[src/rtl/vga_pkg.sv]
// Shared VGA definitions: pattern modes, default 640x480@60 timing and
// helpers for total line/frame lengths.
package vga_pkg;

    typedef enum logic [1:0] {
        MODE_BARS     = 2'd0,
        MODE_CHECKER  = 2'd1,
        MODE_GRADIENT = 2'd2,
        MODE_SOLID    = 2'd3
    } mode_e;

    localparam int DEF_H_ACTIVE = 640;
    localparam int DEF_H_FP     = 16;
    localparam int DEF_H_SYNC   = 96;
    localparam int DEF_H_BP     = 48;
    localparam int DEF_V_ACTIVE = 480;
    localparam int DEF_V_FP     = 10;
    localparam int DEF_V_SYNC   = 2;
    localparam int DEF_V_BP     = 33;

    function automatic int h_total(int act, int fp, int sw, int bp);
        return act + fp + sw + bp;
    endfunction

    function automatic int v_total(int act, int fp, int sw, int bp);
        return act + fp + sw + bp;
    endfunction

endpackage

[src/rtl/vga_timing.sv]
// Free-running h/v counters with combinational sync, active flag and
// end-of-frame strobe; outputs are unregistered.
module vga_timing
    import vga_pkg::*;
#(
    parameter int H_ACTIVE = DEF_H_ACTIVE,
    parameter int H_FP     = DEF_H_FP,
    parameter int H_SYNC   = DEF_H_SYNC,
    parameter int H_BP     = DEF_H_BP,
    parameter int V_ACTIVE = DEF_V_ACTIVE,
    parameter int V_FP     = DEF_V_FP,
    parameter int V_SYNC   = DEF_V_SYNC,
    parameter int V_BP     = DEF_V_BP,
    parameter bit SYNC_POL = 1'b0,
    parameter int COORD_W  = 10
) (
    input  logic               clk,
    input  logic               reset,
    output logic [COORD_W-1:0] h,
    output logic [COORD_W-1:0] v,
    output logic               active,
    output logic               hsync,
    output logic               vsync,
    output logic               frame_end
);

    localparam int HT = h_total(H_ACTIVE, H_FP, H_SYNC, H_BP);
    localparam int VT = v_total(V_ACTIVE, V_FP, V_SYNC, V_BP);

    localparam logic [COORD_W-1:0] H_LAST = COORD_W'(HT - 1);
    localparam logic [COORD_W-1:0] V_LAST = COORD_W'(VT - 1);
    localparam logic [COORD_W-1:0] H_ACT  = COORD_W'(H_ACTIVE);
    localparam logic [COORD_W-1:0] V_ACT  = COORD_W'(V_ACTIVE);
    localparam logic [COORD_W-1:0] HS_BEG = COORD_W'(H_ACTIVE + H_FP);
    localparam logic [COORD_W-1:0] HS_END = COORD_W'(H_ACTIVE + H_FP + H_SYNC);
    localparam logic [COORD_W-1:0] VS_BEG = COORD_W'(V_ACTIVE + V_FP);
    localparam logic [COORD_W-1:0] VS_END = COORD_W'(V_ACTIVE + V_FP + V_SYNC);

    logic [COORD_W-1:0] h_q, h_d;
    logic [COORD_W-1:0] v_q, v_d;
    logic               h_wrap;

    always_ff @(posedge clk or posedge reset) begin
        if (reset) begin
            h_q <= '0;
            v_q <= '0;
        end else begin
            h_q <= h_d;
            v_q <= v_d;
        end
    end

    always_comb begin
        h_wrap = (h_q == H_LAST);
        h_d    = h_wrap ? '0 : h_q + 1'b1;
        v_d    = v_q;
        if (h_wrap) begin
            v_d = (v_q == V_LAST) ? '0 : v_q + 1'b1;
        end
    end

    always_comb begin
        h         = h_q;
        v         = v_q;
        active    = (h_q < H_ACT) && (v_q < V_ACT);
        hsync     = (h_q >= HS_BEG && h_q < HS_END) ? SYNC_POL : ~SYNC_POL;
        vsync     = (v_q >= VS_BEG && v_q < VS_END) ? SYNC_POL : ~SYNC_POL;
        frame_end = h_wrap && (v_q == V_LAST);
    end

endmodule

[src/rtl/vga_pattern_engine.sv]
// VGA test-pattern generator: shadowed config, per-frame scroll offset and
// one registered output stage aligned across sync, colour and frame_start.
module vga_pattern_engine
    import vga_pkg::*;
#(
    parameter int H_ACTIVE = DEF_H_ACTIVE,
    parameter int H_FP     = DEF_H_FP,
    parameter int H_SYNC   = DEF_H_SYNC,
    parameter int H_BP     = DEF_H_BP,
    parameter int V_ACTIVE = DEF_V_ACTIVE,
    parameter int V_FP     = DEF_V_FP,
    parameter int V_SYNC   = DEF_V_SYNC,
    parameter int V_BP     = DEF_V_BP,
    parameter bit SYNC_POL = 1'b0,
    parameter int COORD_W  = 10
) (
    input  logic       clk,
    input  logic       reset,
    input  logic [1:0] cfg_mode,
    input  logic [2:0] cfg_speed,
    input  logic       cfg_dir,
    input  logic [3:0] cfg_sel,
    output logic       hsync,
    output logic       vsync,
    output logic [1:0] r,
    output logic [1:0] g,
    output logic [1:0] b,
    output logic       frame_start
);

    localparam logic [3:0] S_MAX = 4'(COORD_W - 1);

    logic [COORD_W-1:0] t_h, t_v;
    logic               t_active, t_hsync, t_vsync, t_frame_end;

    vga_timing #(
        .H_ACTIVE (H_ACTIVE),
        .H_FP     (H_FP),
        .H_SYNC   (H_SYNC),
        .H_BP     (H_BP),
        .V_ACTIVE (V_ACTIVE),
        .V_FP     (V_FP),
        .V_SYNC   (V_SYNC),
        .V_BP     (V_BP),
        .SYNC_POL (SYNC_POL),
        .COORD_W  (COORD_W)
    ) u_timing (
        .clk       (clk),
        .reset     (reset),
        .h         (t_h),
        .v         (t_v),
        .active    (t_active),
        .hsync     (t_hsync),
        .vsync     (t_vsync),
        .frame_end (t_frame_end)
    );

    mode_e              mode_q, mode_d;
    logic [3:0]         sel_q, sel_d;
    logic [COORD_W-1:0] off_q, off_d;
    logic [5:0]         rgb_q, rgb_d;
    logic               hsync_q, vsync_q, fs_q;
    logic               fs_d;

    logic [COORD_W-1:0] mx;
    logic [3:0]         s;
    logic [2:0]         idx;
    logic               c;

    always_ff @(posedge clk or posedge reset) begin
        if (reset) begin
            mode_q  <= MODE_BARS;
            sel_q   <= '0;
            off_q   <= '0;
            rgb_q   <= '0;
            hsync_q <= ~SYNC_POL;
            vsync_q <= ~SYNC_POL;
            fs_q    <= 1'b0;
        end else begin
            mode_q  <= mode_d;
            sel_q   <= sel_d;
            off_q   <= off_d;
            rgb_q   <= rgb_d;
            hsync_q <= t_hsync;
            vsync_q <= t_vsync;
            fs_q    <= fs_d;
        end
    end

    // Config and scroll only move at the last pixel of a frame.
    always_comb begin
        mode_d = mode_q;
        sel_d  = sel_q;
        off_d  = off_q;
        if (t_frame_end) begin
            mode_d = mode_e'(cfg_mode);
            sel_d  = cfg_sel;
            off_d  = cfg_dir ? off_q - COORD_W'(cfg_speed)
                             : off_q + COORD_W'(cfg_speed);
        end
    end

    always_comb begin
        mx    = t_h + off_q;
        s     = (sel_q > S_MAX) ? S_MAX : sel_q;
        idx   = mx[7:5];
        c     = mx[s] ^ t_v[s];
        fs_d  = (t_h == '0) && (t_v == '0);
        rgb_d = '0;
        if (t_active) begin
            unique case (mode_q)
                MODE_BARS:     rgb_d = {{2{idx[0]}}, {2{idx[1]}}, {2{idx[2]}}};
                MODE_CHECKER:  rgb_d = {6{c}};
                MODE_GRADIENT: rgb_d = {mx[7:6], t_v[7:6], mx[7:6] ^ t_v[7:6]};
                MODE_SOLID:    rgb_d = {sel_q[1:0], sel_q[3:2], sel_q[1:0] ^ sel_q[3:2]};
            endcase
        end
    end

    assign hsync       = hsync_q;
    assign vsync       = vsync_q;
    assign r           = rgb_q[5:4];
    assign g           = rgb_q[3:2];
    assign b           = rgb_q[1:0];
    assign frame_start = fs_q;

endmodule

[config.mk]
export PLATFORM = sky130hd
export DESIGN_NAME = vga_pattern_engine
export DESIGN_NICKNAME = d
export VERILOG_FILES = /design/src/rtl/vga_pkg.sv /design/src/rtl/vga_timing.sv /design/src/rtl/vga_pattern_engine.sv
export SDC_FILE = /design/constraint.sdc
export NUM_CORES = 1
export LEC_CHECK = 0
export CAP_MARGIN = 5
export CORE_ASPECT_RATIO = 1.4
export CORE_MARGIN = 2
export CORE_UTILIZATION = 64
export DETAILED_ROUTE_END_ITERATION = 6
export GPL_TIMING_DRIVEN = 0
export HOLD_SLACK_MARGIN = 0.12
export PLACE_DENSITY = 0.93
export SLEW_MARGIN = 10
export SYNTH_ARGS = -nofsm -noshare
export SYNTH_HDL_FRONTEND = slang
export SYNTH_SLANG_ARGS = --single-unit
export TNS_END_PERCENT = 1
[constraint.sdc]
create_clock -name clk -period 4.2 [get_ports clk]
set_input_delay 1.05 -clock clk [delete_from_list [all_inputs] [get_ports clk]]
set_output_delay 1.05 -clock clk [all_outputs]
set_load 0.01 [all_outputs]
==> impl_metrics.toml <==
[logic_synthesis]
netlist_top_cells_area = "dfrtp_1 33%, ha_1 9.3%, xnor2_1 4.9%"
ys_seq_area_share_pct = 35.11
yosysWarningCount = 0
synth.most_common_cell = "dfrtp_1"
ys_seq_elements = 45
synth.distinct_cells = 60
synthCells = 343
avgSynthCellArea_um2 = 9.371
yosysTopAreaCell = "dfrtp_1"
syn_nets = 381
synth_top_area_share_pct = 33.48
async_flop_share_pct = 100.0
synth_edf_count = 0
synth_common_cells = "43 x dfrtp_1, 34 x nand2_1, 25 x o21ai_0"
syn-cell-area_um2 = 3214
ys.flop_type = "dfrtp_1"

[critical_path]
cp_cell_sequence = "clkdlybuf4s50_1 > inv_1 > ha_1 > mux2i_1 > ha_1 > nor2b_1 > o21ai_0 > a21oi_1 > o21ai_0 > a21oi_1 > a31oi_1 > mux2i_1 > xnor2_1"
cp-start-kind = "input port"
arrival_ps = 3990
cpMaxStageDelayCell = "clkdlybuf4s50_1"
required_ps = 4420
r2r_cells = 10
path_class = "in -> reg"
end_kind = "register"
cp_slowest_stage_delay_ps = 480
critical_path_peak_fanout = 2

[timing]
setup_viol = 0
hold_viol = 0
max_freq_ghz = 0.2651
layout_min_cycle_time_ps = 3772
relSlewSlack_pct = 59.26
maxSlewViolCount = 0
worst_pin_slew_ps = 606.4
fin_crit_sh_pct = 89.80
rsz0062_at_grt = "no"
clock-skew-final_ps = 7.517
whs_ps = 531.1
fin_setup_tns_ps = 0

[cells_and_area]
final_cells = 436
n_antenna_cell = 0
drive_gt1_share_pct = 11.83
area_growth_pct = 13.08
fin_nets = 409

[floorplanning]
die_h_um = 87.86
initial_core_util_pct = 66.38
io_pins = 21
rows = 30
die_w_um = 63.90
core_area_um2 = 4842
die-area_um2 = 5614

[clocking]
cts_sinks = 45
cts_resized = 0
numCtsBuffers = 5
cts_tree = "built"
insertion_delay_ps = 300
cts_buffer_depth = 2
cts-root-buf = "clkbuf_8"
htree_num_levels = 2
ctsHoldBuffers = 0
cts_setup_buffers = 0
path_clk_slew_ps = 80

[global_route]
grt_pass1_wl_mm = 12.20
grtUsageTotal_pct = 27.82
grt_max_degree = 31
antenna_found_initial = 0
overflow = 0
grt_pass1_vias = 2785

[routing]
detail-route-antenna-nets = 0
wire_per_inst_um = 16.16
via_per_inst = 6.117
routed_wl_mm = 7.046
first_iter_violations = 258
drc = 0
vias = 2667
dr.pass1.iters = 4

[placed_design]
dp_hpwl_mm = 5.466
portBuffers = 20
placed_cells = 428
gp_congestion = 0.8813

[power]
irDropWorstVdd_v = 0.0001337
p_leak_nw = 1.563
p_per_area_nw_per_um2 = 259.2

[run_status]
status = "completed"

[min_path]
holdPathStages = 1
hold_path_class = "reg -> reg"

[run]
maxCapViolCount = 0
==> cell type report <==
| class | instances | area (µm²) |
|---|---|---|
| multi-input combinational | 262 | 1944 |
| clock inverter | 2 | 37.54 |
| fill | 316 | 1207 |
| buffer | 17 | 70.07 |
| sequential | 45 | 1129 |
| clock buffer | 6 | 82.58 |
| timing repair buffer | 21 | 220.2 |
| tap | 64 | 80.08 |
| inverter | 19 | 71.32 |
==> kinds of logic (layout without fill, tap and decap cells) <==
| kind of cell | count (synthesis) | in the layout | share of synthesized area, % |
|---|---|---|---|
| buf+inv | 36 | 65 | 4.398 |
| flops | 45 | 45 | 35.11 |
| mux | 18 | 18 | 6.773 |
| xor+xnor | 30 | 30 | 9.576 |
| simple gates | 113 | 113 | 17.87 |
| fa+ha+maj | 26 | 26 | 10.59 |
| compound gates | 75 | 75 | 15.69 |
==> critical path: cells and delay by family <==
kind	cells	cell delay, ps
AO/OA/AOI/OAI	5	1070
XOR/XNOR	1	150
adder cells (fa/ha/maj)	2	570
buffers and inverters	2	540
multiplexers	2	480
AND/OR/NAND/NOR	1	120
==> placed cells by master, fill, tap and decap left out, types with 2 or more instances in the layout <==
master and count:
dfrtp_1 43, nand2_1 34, o21ai_0 25, ha_1 24, clkdlybuf4s50_1 20, nor2_1 19, xnor2_1 18, inv_1 18
a21oi_1 13, nand3_1 12, clkbuf_1 12, nor3_1 11, xor2_1 9, mux2i_1 8, nor2b_1 7, mux2_2 7
o21ai_1 7, a21o_1 6, clkbuf_8 6, buf_2 5, nand2b_1 5, and3_1 4, o21bai_1 3, o31ai_1 3
nor4_1 3, a31oi_1 3, nand4b_1 2, or3_1 2, mux4_2 2, and2_1 2, nand4_1 2, fa_1 2
dfstp_2 2
==> power by group <==
group	total [W]	switching, W	leakage [nW]	internal [W]
sequential	0.000452	0.00000821	0.535	0.000444
clock	0.000347	0.000153	0.0574	0.000194
combinational	0.000144	0.0000717	0.970	0.0000721
total	0.000942	0.000233	1.56	0.000709
==> sequential cells by signal, summed over array words and instances, names as in the netlist <==
signal and count:
off_q 10, u_timing.h 10, u_timing.v 10, rgb_q 6, sel_q 4, mode_q 2, frame_start 1, hsync 1
vsync 1
==> path summary, 6_finish.rpt <==
path,startpoint,end,slack [ps]
worst max-delay path,cfg_speed[0],off_q[9]$_DFFE_PP0P_,430
worst min-delay path,off_q[9]$_DFFE_PP0P_,off_q[9]$_DFFE_PP0P_,530
worst max register to register,u_timing.h[0]$_DFF_PP0_,rgb_q[0]$_DFF_PP0_,1180
worst min register to register,off_q[9]$_DFFE_PP0P_,off_q[9]$_DFFE_PP0P_,530
max in group asynchronous,reset,hsync$_DFF_PP1_,2620
min in group asynchronous,reset,u_timing.v[6]$_DFFE_PP0N_,1040
==> per-stage QoR <==
step	instance area (µm²)	util, %	worst slack (ps)	power, W
4_1_cts	3635	75.06	423.3	0.0009428
2_1_floorplan	3214	-	1042	0.0005567
3_3_place_gp	3495	72.17	300.3	0.0005933
3_5_place_dp	3515	72.58	123.5	0.0006043
5_1_grt	3635	75.06	221.7	0.0009818
6_report	3635	75.06	428.3	0.0009421
==> layer usage <==
layer	vias up	GRT usage, %	wire length [µm]
li1	1263	-	-
met1	1303	29.25	2632
met2	79	53.22	3908
met3	22	3.599	241
met4	0	14.82	263
met5	-	0	0
Note: power is estimated with default switching activity, not from simulation.
